$ cat src/rtl/sme_master.sv
// Front end and result merger for the parallel string-matching engine: buffers a string and a
// pattern, splits the start positions across NUM_SLAVE slaves and reports the earliest match.
module sme_master #(
  parameter int unsigned NUM_SLAVE = 4,
  parameter int unsigned MAX_STR   = 32,
  parameter int unsigned MAX_PAT   = 8,
  parameter int unsigned ADDR_W    = 5
) (
  input  logic                          clk_i,
  input  logic                          reset_i,
  input  logic [7:0]                    chardata_i,
  input  logic                          isstring_i,
  input  logic                          ispattern_i,
  output logic                          ready_o,
  output logic                          valid_o,
  output logic                          match_o,
  output logic [ADDR_W-1:0]             match_index_o,
  output logic [MAX_STR*8-1:0]          slv_str_o,
  output logic [MAX_PAT*8-1:0]          slv_pat_o,
  output logic [NUM_SLAVE-1:0]          slv_input_valid_o,
  output logic [NUM_SLAVE*ADDR_W-1:0]   slv_start_idx_o,
  output logic [NUM_SLAVE*ADDR_W-1:0]   slv_process_2idx_o,
  input  logic [NUM_SLAVE-1:0]          slv_output_valid_i,
  input  logic [NUM_SLAVE-1:0]          slv_match_i,
  input  logic [NUM_SLAVE*ADDR_W-1:0]   slv_match_idx_i
);

  localparam int unsigned StrLenW  = $clog2(MAX_STR + 1);
  localparam int unsigned PatLenW  = $clog2(MAX_PAT + 1);
  localparam int unsigned PosW     = StrLenW + 1;
  localparam int unsigned SlvShift = $clog2(NUM_SLAVE);
  localparam logic [StrLenW-1:0] StrMax = StrLenW'(MAX_STR);
  localparam logic [PatLenW-1:0] PatMax = PatLenW'(MAX_PAT);

  typedef enum logic [2:0] {StIdle, StLoadStr, StLoadPat, StDispatch, StWait, StDone} state_e;

  state_e                        state_q, state_d;
  logic [MAX_STR*8-1:0]          str_q, str_d;
  logic [MAX_PAT*8-1:0]          pat_q, pat_d;
  logic [StrLenW-1:0]            str_len_q, str_len_d;
  logic [PatLenW-1:0]            pat_len_q, pat_len_d;
  logic [NUM_SLAVE*ADDR_W-1:0]   start_q, start_d, end_q, end_d, idx_q, idx_d;
  logic [NUM_SLAVE-1:0]          active_q, active_d, launch_q, launch_d;
  logic [NUM_SLAVE-1:0]          done_q, done_d, hit_q, hit_d;
  logic                          valid_q, valid_d, match_q, match_d;
  logic [ADDR_W-1:0]             match_index_q, match_index_d;

  logic [StrLenW-1:0]            wr_s;
  logic [PatLenW-1:0]            wr_p;
  logic [PosW-1:0]               npos, chunk, seg_s, seg_e;
  logic                          seg_act;

  always_comb begin
    state_d       = state_q;
    str_d         = str_q;
    pat_d         = pat_q;
    str_len_d     = str_len_q;
    pat_len_d     = pat_len_q;
    start_d       = start_q;
    end_d         = end_q;
    idx_d         = idx_q;
    active_d      = active_q;
    done_d        = done_q;
    hit_d         = hit_q;
    launch_d      = '0;
    valid_d       = 1'b0;
    match_d       = 1'b0;
    match_index_d = '0;
    wr_s          = '0;
    wr_p          = '0;
    npos          = '0;
    chunk         = '0;
    seg_s         = '0;
    seg_e         = '0;
    seg_act       = 1'b0;

    unique case (state_q)
      StIdle, StLoadStr, StLoadPat: begin
        if (isstring_i) begin
          // A fresh string burst restarts at byte 0; overflow bytes are dropped.
          wr_s = (state_q == StLoadStr) ? str_len_q : '0;
          if (wr_s < StrMax) begin
            for (int i = 0; i < MAX_STR; i++) begin
              if (wr_s == StrLenW'(i)) str_d[8*i +: 8] = chardata_i;
            end
            str_len_d = wr_s + 1'b1;
          end else begin
            str_len_d = wr_s;
          end
          state_d = StLoadStr;
        end else if (ispattern_i) begin
          wr_p = (state_q == StLoadPat) ? pat_len_q : '0;
          if (wr_p < PatMax) begin
            for (int i = 0; i < MAX_PAT; i++) begin
              if (wr_p == PatLenW'(i)) pat_d[8*i +: 8] = chardata_i;
            end
            pat_len_d = wr_p + 1'b1;
          end else begin
            pat_len_d = wr_p;
          end
          state_d = StLoadPat;
        end else if (state_q == StLoadPat) begin
          state_d = StDispatch;
        end else begin
          state_d = StIdle;
        end
      end

      StDispatch: begin
        npos     = PosW'(str_len_q) - PosW'(pat_len_q) + PosW'(1);
        chunk    = (npos + PosW'(NUM_SLAVE - 1)) >> SlvShift;
        done_d   = '0;
        hit_d    = '0;
        idx_d    = '0;
        active_d = '0;
        start_d  = '0;
        end_d    = '0;
        if (pat_len_q == '0) begin
          state_d = StDone;
          valid_d = 1'b1;
          match_d = 1'b1;
        end else if (PosW'(pat_len_q) > PosW'(str_len_q)) begin
          state_d = StDone;
          valid_d = 1'b1;
        end else begin
          for (int k = 0; k < NUM_SLAVE; k++) begin
            seg_s = PosW'(k) * chunk;
            seg_e = seg_s + chunk - PosW'(1);
            if (seg_e > npos - PosW'(1)) seg_e = npos - PosW'(1);
            seg_act     = (seg_s <= npos - PosW'(1));
            active_d[k] = seg_act;
            if (seg_act) begin
              start_d[k*ADDR_W +: ADDR_W] = seg_s[ADDR_W-1:0];
              end_d[k*ADDR_W +: ADDR_W]   = seg_e[ADDR_W-1:0];
            end
          end
          launch_d = active_d;
          state_d  = StWait;
        end
      end

      StWait: begin
        for (int k = 0; k < NUM_SLAVE; k++) begin
          if (slv_output_valid_i[k] && active_q[k] && !done_q[k]) begin
            done_d[k]                 = 1'b1;
            hit_d[k]                  = slv_match_i[k];
            idx_d[k*ADDR_W +: ADDR_W] = slv_match_idx_i[k*ADDR_W +: ADDR_W];
          end
        end
        if (&(done_d | ~active_q)) begin
          state_d = StDone;
          valid_d = 1'b1;
          match_d = |hit_d;
          // Slave ranges ascend with k, so the lowest hitting slave holds the earliest match.
          for (int k = NUM_SLAVE - 1; k >= 0; k--) begin
            if (hit_d[k]) match_index_d = idx_d[k*ADDR_W +: ADDR_W];
          end
        end
      end

      StDone:  state_d = StIdle;
      default: state_d = StIdle;
    endcase
  end

  always_ff @(posedge clk_i or posedge reset_i) begin
    if (reset_i) begin
      state_q       <= StIdle;
      str_q         <= '0;
      pat_q         <= '0;
      str_len_q     <= '0;
      pat_len_q     <= '0;
      start_q       <= '0;
      end_q         <= '0;
      idx_q         <= '0;
      active_q      <= '0;
      launch_q      <= '0;
      done_q        <= '0;
      hit_q         <= '0;
      valid_q       <= 1'b0;
      match_q       <= 1'b0;
      match_index_q <= '0;
    end else begin
      state_q       <= state_d;
      str_q         <= str_d;
      pat_q         <= pat_d;
      str_len_q     <= str_len_d;
      pat_len_q     <= pat_len_d;
      start_q       <= start_d;
      end_q         <= end_d;
      idx_q         <= idx_d;
      active_q      <= active_d;
      launch_q      <= launch_d;
      done_q        <= done_d;
      hit_q         <= hit_d;
      valid_q       <= valid_d;
      match_q       <= match_d;
      match_index_q <= match_index_d;
    end
  end

  assign ready_o            = (state_q == StIdle) || (state_q == StLoadStr) ||
                              (state_q == StLoadPat);
  assign valid_o            = valid_q;
  assign match_o            = match_q;
  assign match_index_o      = match_index_q;
  assign slv_str_o          = str_q;
  assign slv_pat_o          = pat_q;
  assign slv_input_valid_o  = launch_q;
  assign slv_start_idx_o    = start_q;
  assign slv_process_2idx_o = end_q;

endmodule
$ cat config.mk
export PLATFORM = sky130hd
export DESIGN_NAME = sme_master
export DESIGN_NICKNAME = d
export VERILOG_FILES = /design/src/rtl/sme_master.sv
export SDC_FILE = /design/constraint.sdc
export NUM_CORES = 1
export LEC_CHECK = 0
export BUFFER_PORTS_ARGS = -buffer_cell sky130_fd_sc_hd__clkbuf_2
export CORE_ASPECT_RATIO = 0.8
export CORE_MARGIN = 1
export CORE_UTILIZATION = 51
export CTS_BUF_LIST = sky130_fd_sc_hd__clkbuf_4
export DETAILED_ROUTE_END_ITERATION = 6
export GPL_TIMING_DRIVEN = 0
export HOLD_SLACK_MARGIN = 0.15
export MAX_ROUTING_LAYER = met4
export PLACE_DENSITY = 0.79
export SETUP_SLACK_MARGIN = 0.4
export SKIP_CTS_REPAIR_TIMING = 1
export SYNTH_ARGS = -nofsm -noshare
export SYNTH_HDL_FRONTEND = slang
export SYNTH_SLANG_ARGS = --single-unit
$ cat constraint.sdc
create_clock -name clk_i -period 11.5 [get_ports clk_i]
set_input_delay 1.15 -clock clk_i [delete_from_list [all_inputs] [get_ports clk_i]]
set_output_delay 1.15 -clock clk_i [all_outputs]
set_load 0.1 [all_outputs]
=== Word-level counts from Yosys, hierarchy flattened ===
Index checks and enable logic that the tools add are counted.

* Memories: 0
* Bits in latches: 0
* Bits of input ports: 40
* Output and inout port bits: 372
* Bits in read-only memories: 0
* Register bits: 416
* RAM bits: 0
* Word-level logic and storage cells: 253

* Bitwise logic cells: 3
* Equality and inequality tests: 43
* Divide/modulo/power cells: 0
* Shift operators: 0
* Multiply operators: 1
* Reduce and logical (&&, ||, !) cells: 64
* Multiplexer cells: 65
* Add/sub/neg operators: 13
* Order comparisons: 11

{| class="wikitable"
|+ Operators by type and width
! operator !! count
|-
| $reduce_and A4 Y1 || 33
|-
| $mux W5 || 21
|-
| $eq A6 B5 Y1 const B || 16
|-
| $mux W20 || 4
|-
| $eq A6 B4 Y1 const B || 8
|-
| $pmux W20 S2 || 1
|-
| $reduce_and A5 Y1 || 8
|-
| $gt A7 B7 Y1 || 4
|-
| $eq A6 B3 Y1 const B || 4
|-
| $mux W1 || 23
|-
| $sub A7 B1 Y7 const B || 3
|-
| $mux W4 || 5
|-
| $eq A4 B3 Y1 const B || 4
|-
| $pmux W4 S2 || 2
|-
| $eq A6 B2 Y1 const B || 2
|-
| $mux W6 || 2
|-
| $pmux W3 S3 || 1
|-
| $eq A4 B2 Y1 const B || 2
|-
| $logic_and A1 B1 Y1 || 8
|-
| $logic_not A4 Y1 || 2
|-
| $add A6 B5 Y7 || 1
|-
| $add A7 B1 Y7 const B || 1
|-
| $add A7 B2 Y7 const B || 1
|-
| $add A7 B5 Y7 || 1
|-
| other kinds (35) || 43
|}

=== Longest topological paths before layout ===
Gate-level depths: netlist of run 1.

* Word-level depth: 11
* Gate-level depth with buffers: 28
* Depth with buffers taken out: 27

=== Worst setup path after synthesis of run 1 ===
OpenSTA, ideal clock, no wires.

* Path type: reg-to-reg
* Start point: register str_len_q[2]
* End point: register end_q[16], in the netlist slv_process_2idx_o[16]
* Path slack: 5456 ps
* Cell stages (with the launch flop): 27
* Path buffers: 1
* Clock period less this slack: 6044 ps
* Arrival: 5921 ps
* Required time: 11377 ps
* Setup time: 123 ps
* Cells stage by stage: dfrtp_1 > clkbuf_1 > inv_1 > ha_1 > fa_1 > xor2_1 > nand3b_1 > xnor2_4 > inv_1 > fa_1 > xnor2_1 > inv_1 > ha_1 > inv_1 > ha_1 > o21ai_0 > nor2b_1 > o21bai_1 > a21oi_1 > xnor2_1 > ha_1 > o21ai_0 > a21oi_1 > nor2_1 > a31oi_1 > mux2_2 > a32o_1

* Word-level cells in the longest chain between the ends: 11
* Elaborated cells on any way between the ends: 14
* Classes of those cells: 6 x add/sub; 1 x mul; 3 x order compare; 4 x mux

{| class="wikitable"
|+ RTL lines
! item !! line !! RTL
|-
| start, declared || 40 || <nowiki>logic [StrLenW-1:0] str_len_q, str_len_d;</nowiki>
|-
| start signal, assigned || 187 || <nowiki>str_len_q <= str_len_d;</nowiki>
|-
| $sub A6 B4 Y7 || 110 || <nowiki>npos = PosW'(str_len_q) - PosW'(pat_len_q) + PosW'(1);</nowiki>
|-
| $add A7 B1 Y7 || 110 ||
|-
| $add A7 B2 Y7 || 111 || <nowiki>chunk = (npos + PosW'(NUM_SLAVE - 1)) >> SlvShift;</nowiki>
|-
| $mul A2 B5 Y7 || 127 || <nowiki>seg_s = PosW'(k) * chunk;</nowiki>
|-
| $add A7 B5 Y7 || 128 || <nowiki>seg_e = seg_s + chunk - PosW'(1);</nowiki>
|-
| $sub A7 B1 Y7 || 128 ||
|-
| $gt A7 B7 Y1 || 129 || <nowiki>if (seg_e > npos - PosW'(1)) seg_e = npos - PosW'(1);</nowiki>
|-
| $mux W5 || 129 ||
|-
| $mux W5 || 132 || <nowiki>if (seg_act) begin</nowiki>
|-
| $mux W20 (*) || 122 || <nowiki>end else if (PosW'(pat_len_q) > PosW'(str_len_q)) begin</nowiki>
|-
| $mux W20 (*) || 118 || <nowiki>if (pat_len_q == '0) begin</nowiki>
|-
| end signal, assigned || 190 || <nowiki>end_q <= end_d;</nowiki>
|-
| end, declared || 42 || <nowiki>logic [NUM_SLAVE*ADDR_W-1:0] start_q, start_d, end_q, end_d, idx_q, idx_d;</nowiki>
|}

Every way passes the cells marked *; elsewhere a longest branch is shown, timed or not.
A chain may end at the register's enable or synchronous reset.

=== Final worst setup path of run 1 ===
* Start point: register str_len_q[2]
* End point: register end_q[19], in the netlist slv_process_2idx_o[19]

Same word-level chain as after synthesis.

==> flow_metrics.py, run 1 <==
metrics = {
    "floorplanning": {
        "die_x_um": 215,
        "die-area_um2": 37100,
        "start_util_pct": 51.7,
        "rows": 62,
        "core-area_um2": 35800,
        "io_pins": 412,
        "die_y_um": 172,
    },
    "run_status": {
        "outcome": "complete, no violations",
    },
    "sta": {
        "fin_crit_sh_pct": 62.4,
        "worst_pin_slew_ps": 1100,
        "fmax_mhz": 139,
        "fin_skew_ps": 51.7,
        "hold_violations": 0,
        "relSlewSlack_pct": 26.4,
        "finalSetupTns_ps": 0,
        "rsz0062_at_grt": "no",
        "finalSetupViolations": 0,
        "slew_violations": 0,
        "fin_crit_ps": 7170,
    },
    "finish": {
        "regArea_um2": 10300,
        "n_fill_cell": 2800,
        "multi_input_area_um2": 7810,
        "fin_nets": 2052,
        "area_growth_pct": 22.3,
        "drive_above_1_share_pct": 46.3,
    },
    "clock_tree": {
        "cts.sinks": 410,
        "h-tree-depth": 3,
        "cts_max_path_buffers": 3,
        "cts_buffers": 100,
        "tritoncts": "built",
        "cts_root_buffer": "clkbuf_4",
        "insertion_delay_ps": 820,
        "cts.clk_slew.worst_paths_ps": 90,
    },
    "setup_path": {
        "crit_fanout": 9,
        "worst-setup-path-type": "flip-flop to flip-flop",
        "worst_ep_arrival_time_ps": 7850,
        "critPathRequiredTime_ps": 12180,
        "worstSetupStartpoint": "str_len_q[2]",
        "critical_path.startpoint_type": "flip-flop",
        "timing.rr.start": "str_len_q[2]",
        "cp-end-kind": "flip-flop",
    },
    "yosys": {
        "synth_top_flop_cell": "dfrtp_1",
        "yosys-top-cells-count": "410 x dfrtp_1, 338 x mux2_2, 79 x ha_1, 76 x nor2_1, 74 x nand2_1",
        "synth.largest_area_cell": "dfrtp_1",
        "yosys.cell_types.count": 73,
        "synth_top_area_share_pct": 55.4,
        "syn_inst": 1415,
        "synth_warnings": 0,
        "post-synth-top-count-cell": "dfrtp_1",
        "synth-edff-count": 0,
        "syn-cell-area_um2": 18500,
        "ys_ff_latch": 410,
        "seq_area_frac_synth_pct": 55.4,
        "avgSynthCellArea_um2": 13.1,
        "synthTopCellsByArea": "dfrtp_1 55%, mux2_2 21%, ha_1 5.3%",
        "async_flop_share_pct": 100,
    },
    "place": {
        "dp_hpwl_mm": 38.3,
        "io_buffers": 397,
        "place_congestion": 0.908,
    },
    "drt": {
        "drtIter0Drc": 840,
        "wirelength_mm": 52.3,
        "vias": 13600,
        "firstDrtPassIters": 5,
        "vias_per_cell": 5.48,
        "ant_nets": 0,
        "drc": 0,
        "wire_per_inst_um": 21.1,
    },
    "global_routing": {
        "grt_pass1_wl_mm": 79.1,
        "grt_pass1_vias": 13900,
        "antenna_found_initial": 1,
        "grt_max_degree": 46,
        "grt-ovfl-total": 0,
        "grt_use_total_pct": 28.7,
    },
    "flow_run": {
        "maxCapViolCount": 0,
    },
    "worst_hold_path": {
        "hp-class": "input pin to async pin",
    },
}
==> critical path, stage by stage (launching register included) <==
cell and delay [ps]:
dfrtp_1 360, clkbuf_1 220, inv_1 100, ha_1 380
fa_1 550, clkbuf_1 320, o21ai_0 230, xnor2_1 900
inv_1 300, fa_1 520, xnor2_1 300, inv_1 80
ha_1 280, inv_1 40, ha_1 320, o21ai_0 80
nor2b_1 210, o21bai_1 80, a21oi_1 170, xnor2_1 90
ha_1 300, o21ai_0 80, a21oi_1 130, nor2_1 60
a31oi_1 320, mux2_2 390, a32o_1 260
==> final timing paths <==
kind / to / slack, ps / cells past startpoint
hold / removal: slv_process_2idx_o[17] / 380 / 2
hold reg to reg: idx_q[15] / 480 / 2
setup / recovery: slv_process_2idx_o[19] / 4330 / 26
max in group asynchronous: slv_str_o[194] / 9410 / 7
setup reg to reg: slv_process_2idx_o[19] / 4330 / 26
min in group clk_i: idx_q[15] / 480 / 2
==> kinds of logic (layout without fill, tap and decap cells) <==
| logic type | after synthesis | count (layout) | share of synthesized area, % |
|---|---|---|---|
| mux | 361 | 361 | 21.8 |
| other cells | 1 | 7 | 0.0202 |
| compound gates | 173 | 173 | 6.49 |
| fa+ha+maj | 82 | 82 | 5.66 |
| flops | 410 | 410 | 55.4 |
| simple gates | 241 | 241 | 6.27 |
| buf+inv | 115 | 696 | 2.55 |
| xor+xnor | 32 | 32 | 1.82 |
==> final cells by class <==
| cell class | count | share of cell area [%] |
|---|---|---|
| antenna | 1 | 0.0110 |
| buffer | 66 | 1.27 |
| clock buffer | 140 | 4.64 |
| clock inverter | 33 | 1.07 |
| inverter | 49 | 0.829 |
| multi-input combinational | 895 | 34.5 |
| sequential | 410 | 45.3 |
| tap | 480 | 2.65 |
| timing repair buffer | 408 | 9.75 |
==> metrics by stage <==
step	std cells	util (%)	instance area [um^2]	hold slack, ps	setup slack, ps
final	2482	63.2	22600	378	4330
after CTS	2481	63.2	22600	302	4340
after global placement	2297	59.0	21100	462	2810
after floorplan	1420	-	18500	449	4820
after detailed placement	2308	59.6	21400	471	4360
after global routing	2482	63.2	22600	341	3790
==> per-layer routing <==
layer / track usage, % / up-vias / part of all wire, %
met5: - / - / 0
li1: - / 6101 / -
met3: 8.37 / 119 / 7.9
met2: 44.0 / 522 / 47
met1: 36.2 / 6867 / 42
met4: 10.5 / 0 / 3.1
==> registers in the layout, indices dropped and copies added, names as in the netlist <==
register and cells:
slv_input_valid_o 4, slv_pat_o 64, str_len_q 6, valid_o 1, match_o 1, slv_process_2idx_o 20
active_q 4, pat_len_q 4, match_index_o 5, idx_q 20, hit_q 4, slv_str_o 256
slv_start_idx_o 14, done_q 4, state_q 3
==> cell usage in the layout (no fill, tap or decap), types with 10 or more instances in the layout <==
master / Yosys / routed
a21o_1: 11 / 11
buf_12: 0 / 11
xnor2_1: 23 / 23
clkbuf_2: 0 / 397
clkbuf_4: 0 / 140
inv_1: 47 / 46
a22o_1: 35 / 35
a21oi_1: 34 / 34
a211oi_1: 10 / 10
a32o_1: 11 / 11
mux2_2: 338 / 338
nor2_1: 76 / 76
ha_1: 79 / 79
nor2b_1: 13 / 13
dfrtp_1: 410 / 410
clkbuf_1: 55 / 55
nand2_1: 74 / 74
clkinv_1: 1 / 20
mux2i_1: 22 / 22
o21ai_0: 38 / 38
nand3_1: 24 / 24
Power of run 1 is not shown: default switching activity piles up to over one toggle a cycle in this logic, so the estimate is an artifact.
==> run 2, diff against run 1 <==
CORE_UTILIZATION = 55   (was 51)
PLACE_DENSITY = 0.81   (was 0.79)
clock period = 6.8 ns   (was 11.5 ns; I/O delays follow)
==> run 2 against run 1 <==
Worst setup slack lost 3800 ps. Via count grew 0.43%. Global-route usage grew 3.1 points. Maximum frequency grew 15%. Clock-buffer cell count shrank 1. Flip-flop and latch count is the same. Non-clock buffer count grew 23. Critical path depth grew 3. Register-to-register slack lost 3800 ps. Die area shrank 7.2%. Final cell count shrank 1.2%. Sequential share of layout area shrank 0.32 points. Largest cell class unchanged. Highest routed layer unchanged.
==> flow_metrics.py, run 2 (synthesis results as in run 1) <==
metrics = {
    "run_status": {
        "outcome": "complete, no violations",
    },
    "setup_path": {
        "worstSetupStartpoint": "str_len_q[1]",
        "cp-end-kind": "flip-flop",
        "critPathRequiredTime_ps": 7440,
        "timing.rr.start": "str_len_q[1]",
        "reg2reg_depth": 29,
        "rr_endpoint": "slv_process_2idx_o[18]",
        "worst_ep_arrival_time_ps": 6890,
        "reg2reg_slack_ps": 550,
        "crit_path_end": "slv_process_2idx_o[18]",
        "cpMostUsedCell": "ha_1",
        "critical_path.startpoint_type": "flip-flop",
        "crit_fanout": 7,
        "max_stage_delay_ps": 530,
        "cp_slowest_cell": "fa_2",
        "worst-setup-path-type": "flip-flop to flip-flop",
    },
    "clock_tree": {
        "insertion_delay_ps": 760,
        "cts_buffers": 97,
        "tritoncts": "built",
        "h-tree-depth": 3,
        "cts.clk_slew.worst_paths_ps": 80,
        "cts_root_buffer": "clkbuf_4",
        "cts.sinks": 410,
        "cts_max_path_buffers": 3,
    },
    "flow_run": {
        "maxCapViolCount": 0,
    },
    "global_routing": {
        "grt_use_total_pct": 31.7,
        "grt_pass1_vias": 14400,
        "grt_pass1_wl_mm": 81.6,
        "antenna_found_initial": 3,
        "grt_max_degree": 46,
        "grt-ovfl-total": 0,
    },
    "place": {
        "place_inst": 2254,
        "dp_slack_ps": -396,
        "dp_hpwl_mm": 37.7,
        "place_congestion": 0.886,
        "io_buffers": 397,
        "dpl_cell_area_um2": 21300,
    },
    "finish": {
        "largest_register_ffs": 256,
        "fin_nets": 2072,
        "final_common_cell": "dfrtp_1",
        "fin_area_um2": 22800,
        "area_growth_pct": 23.2,
        "mostFrequentLayoutCells": "408 x dfrtp_1, 399 x clkbuf_2, 338 x mux2_2",
        "final_cell_count_no_fill": 2453,
        "drive_above_1_share_pct": 47.1,
    },
    "worst_hold_path": {
        "hp-class": "input pin to flip-flop",
    },
    "floorplanning": {
        "rows": 59,
        "io_pins": 412,
        "die_y_um": 166,
        "die-area_um2": 34400,
        "start_util_pct": 56.4,
        "die_x_um": 207,
        "core-area_um2": 32900,
    },
    "sta": {
        "finalSetupViolations": 0,
        "hold_violations": 0,
        "fin_crit_ps": 6250,
        "slew_violations": 0,
        "relSlewSlack_pct": 24.4,
        "fin_skew_ps": 49.0,
        "fmax_mhz": 160,
        "worst_pin_slew_ps": 1130,
        "rsz0062_at_grt": "no",
        "final.setup.worst_slack_ps": 550,
        "fin_crit_sh_pct": 91.9,
    },
    "drt": {
        "wire_per_inst_um": 21.3,
        "vias_per_cell": 5.57,
        "drtIter0Drc": 836,
        "drc": 0,
        "vias": 13700,
        "firstDrtPassIters": 5,
        "wirelength_mm": 52.3,
        "ant_nets": 0,
    },
}
## run 2: layout make-up
type | instances | area [um^2]
diodes | 3 | 7.51
plain buffers | 66 | 302
clock buffers | 139 | 1040
clock inverters | 33 | 194
fillers | 2328 | 10000
inverters | 49 | 188
multi-input cells | 895 | 7900
flip-flops and latches | 410 | 10300
well taps | 427 | 534
repair buffers | 431 | 2390
## run 2: worst max-delay path, delay by kind of cell (launching register included)
| kind | cells | cell delay, ps |
|---|---|---|
| adder cells (fa/ha/maj) | 8 | 2560 |
| AO/OA/AOI/OAI | 8 | 1260 |
| buffers and inverters | 7 | 740 |
| XOR/XNOR | 3 | 500 |
| flip-flops | 1 | 400 |
| multiplexers | 1 | 400 |
| AND/OR/NAND/NOR | 2 | 270 |
## run 2: layer usage
layer  vias to the layer above  global-route usage (%)  wire length [um]
met5                         -                       -                 0
met4                         0                    14.6              2300
met3                       157                    9.51              4200
met2                       536                    48.6             24400
met1                      6839                    38.8             21500
li1                       6136                       -                 -
## run 2: how the worst min path moves through the flow
stage                        from                      to  slack, ps  cells after the start
3_5_place_dp            idx_q[15]               idx_q[15]        470                      2
2_1_floorplan           idx_q[15]               idx_q[15]        450                      2
6_report       slv_match_idx_i[0]                idx_q[0]        200                      2
5_1_grt        slv_match_idx_i[2]                idx_q[2]        150                      2
4_1_cts                   reset_i  slv_process_2idx_o[15]       -170                      2
3_3_place_gp             hit_q[1]                hit_q[1]        470                      2
## run 2: stage by stage
| step | util (%) | hold slack, ps | TNS [ps] |
|---|---|---|---|
| 2_1_floorplan | - | 449 | 0 |
| 3_3_place_gp | 64.1 | 465 | -596330 |
| 3_5_place_dp | 64.7 | 470 | -1310 |
| 4_1_cts | 68.5 | -174 | -1510 |
| 5_1_grt | 69.5 | 154 | 0 |
| 6_report | 69.5 | 199 | 0 |
Power of run 2 is left out for the same reason.
==> run 3, diff against run 2 <==
PLACE_DENSITY = 0.83   (was 0.81)
==> run 3 against run 2 <==
The flow now finishes with violations (DRC). Clock-buffer cell count is the same. Global-route usage up 0.55 points. Worst hold slack improved by 1.1 ps. Register-to-register slack improved by 70 ps. Routed wire length up 2.6%. Final cell count barely moved. Critical endpoint is now slv_process_2idx_o[19].
==> flow_metrics.py, run 3 (synthesis results as in run 1) <==
metrics = {
    "finish": {
        "final_common_cell": "dfrtp_1",
        "utilization_pct": 69.8,
        "fin_nets": 2078,
        "mostFrequentLayoutCells": "409 x dfrtp_1, 399 x clkbuf_2, 338 x mux2_2",
        "final_cell_count_no_fill": 2454,
        "largest_register_ffs": 256,
        "drive_above_1_share_pct": 46.9,
        "fin_area_um2": 22900,
        "area_growth_pct": 23.7,
    },
    "floorplanning": {
        "die_y_um": 166,
        "core-area_um2": 32900,
        "die-area_um2": 34400,
        "rows": 59,
        "io_pins": 412,
        "start_util_pct": 56.4,
        "die_x_um": 207,
    },
    "global_routing": {
        "grt_use_met3_pct": 9.32,
        "grt_pass1_vias": 14600,
        "met1_usage_pct": 39.7,
        "grt_use_met2_pct": 49.9,
        "antenna_found_initial": 1,
        "grt_max_degree": 45,
        "grt_pass1_wl_mm": 83.0,
        "grt_use_total_pct": 32.3,
        "grt.busiest_layer": "met2",
        "grt-ovfl-total": 0,
    },
    "sta": {
        "fin_crit_sh_pct": 90.9,
        "hold_violations": 0,
        "relSlewSlack_pct": 14.6,
        "fin_crit_ps": 6180,
        "finalSetupTns_ps": 0,
        "fin_skew_ps": 60.0,
        "worst_pin_slew_ps": 1270,
        "slew_violations": 0,
        "rsz0062_at_grt": "no",
        "finalSetupViolations": 0,
        "fmax_mhz": 162,
    },
    "place": {
        "io_buffers": 397,
        "dpl_cell_area_um2": 21300,
        "place_congestion": 0.912,
        "dp_hpwl_mm": 38.5,
        "place_inst": 2255,
    },
    "clock_tree": {
        "h-tree-depth": 3,
        "cts_max_path_buffers": 3,
        "cts_root_buffer": "clkbuf_4",
        "cts.sinks": 410,
        "cts.clk_slew.worst_paths_ps": 80,
        "insertion_delay_ps": 830,
        "cts_buffers": 99,
        "tritoncts": "built",
    },
    "setup_path": {
        "crit_fanout": 6,
        "cp-end-kind": "flip-flop",
        "max_stage_delay_ps": 450,
        "critical_path.startpoint_type": "flip-flop",
        "cpMostUsedCell": "inv_1",
        "cp_slowest_cell": "dfrtp_2",
        "critPathRequiredTime_ps": 7470,
        "worst-setup-path-type": "flip-flop to flip-flop",
        "worst_ep_arrival_time_ps": 6850,
    },
    "drt": {
        "drc": 2,
        "drtIter0Drc": 998,
        "ant_nets": 0,
        "vias": 14000,
        "vias_per_cell": 5.70,
        "firstDrtPassIters": 7,
        "wirelength_mm": 53.7,
        "wire_per_inst_um": 21.9,
    },
    "run_status": {
        "violations": "DRC",
        "outcome": "complete, but fails checks",
    },
    "worst_hold_path": {
        "hp-class": "input pin to flip-flop",
    },
    "flow_run": {
        "maxCapViolCount": 0,
    },
}
-- run 3: cell types whose count changed in the layout (fill, tap and decap cells not counted), sizes merged --
cell         delta
dlygate4sd3     +8
buf             -4
bufinv          -1
clkinvlp        -1
inv             +1
diode           -2
-- run 3: final cells by class --
type / instances / area, um^2
flip-flops and latches: 410 / 10300
repair buffers: 435 / 2460
plain buffers: 66 / 305
inverters: 49 / 188
fillers: 2241 / 9940
well taps: 427 / 534
multi-input cells: 895 / 7930
clock buffers: 139 / 1040
diodes: 1 / 2.50
clock inverters: 32 / 194
-- run 3: worst max-delay path, delay by kind of cell, from the launching register on --
family / cells / cell delay, ps
AND/OR/NAND/NOR: 3 / 460
AO/OA/AOI/OAI: 9 / 1690
adder cells (fa/ha/maj): 6 / 2060
flip-flops: 1 / 450
buffers and inverters: 5 / 540
multiplexers: 1 / 360
XOR/XNOR: 3 / 520
-- run 3: worst paths after layout --
check | from | to | slack [ps] | cells past startpoint
max in group asynchronous | reset_i | slv_str_o[69] | 5040 | 7
max | str_len_q[3] | slv_process_2idx_o[19] | 620 | 27
min | slv_output_valid_i[1] | done_q[1] | 200 | 3
min in group asynchronous | reset_i | slv_pat_o[19] | 480 | 3
max reg2reg | str_len_q[3] | slv_process_2idx_o[19] | 620 | 27
min reg2reg | slv_start_idx_o[15] | slv_start_idx_o[15] | 490 | 1
-- run 3: metrics by stage --
| step | hold WS [ps] | setup slack (ps) |
|---|---|---|
| detailed placement | 480 | -449 |
| CTS | -165 | -483 |
| finish | 200 | 617 |
| global placement | 464 | -1410 |
| global route | 152 | 328 |
| floorplan | 449 | 594 |
-- run 3: per-layer routing --
metal / share of wire, % / wire, um
met3: 8.1 / 4340
met4: 4.2 / 2250
met2: 48 / 25500
met1: 40 / 21600
met5: 0 / 0
Power of run 3 is left out for the same reason.
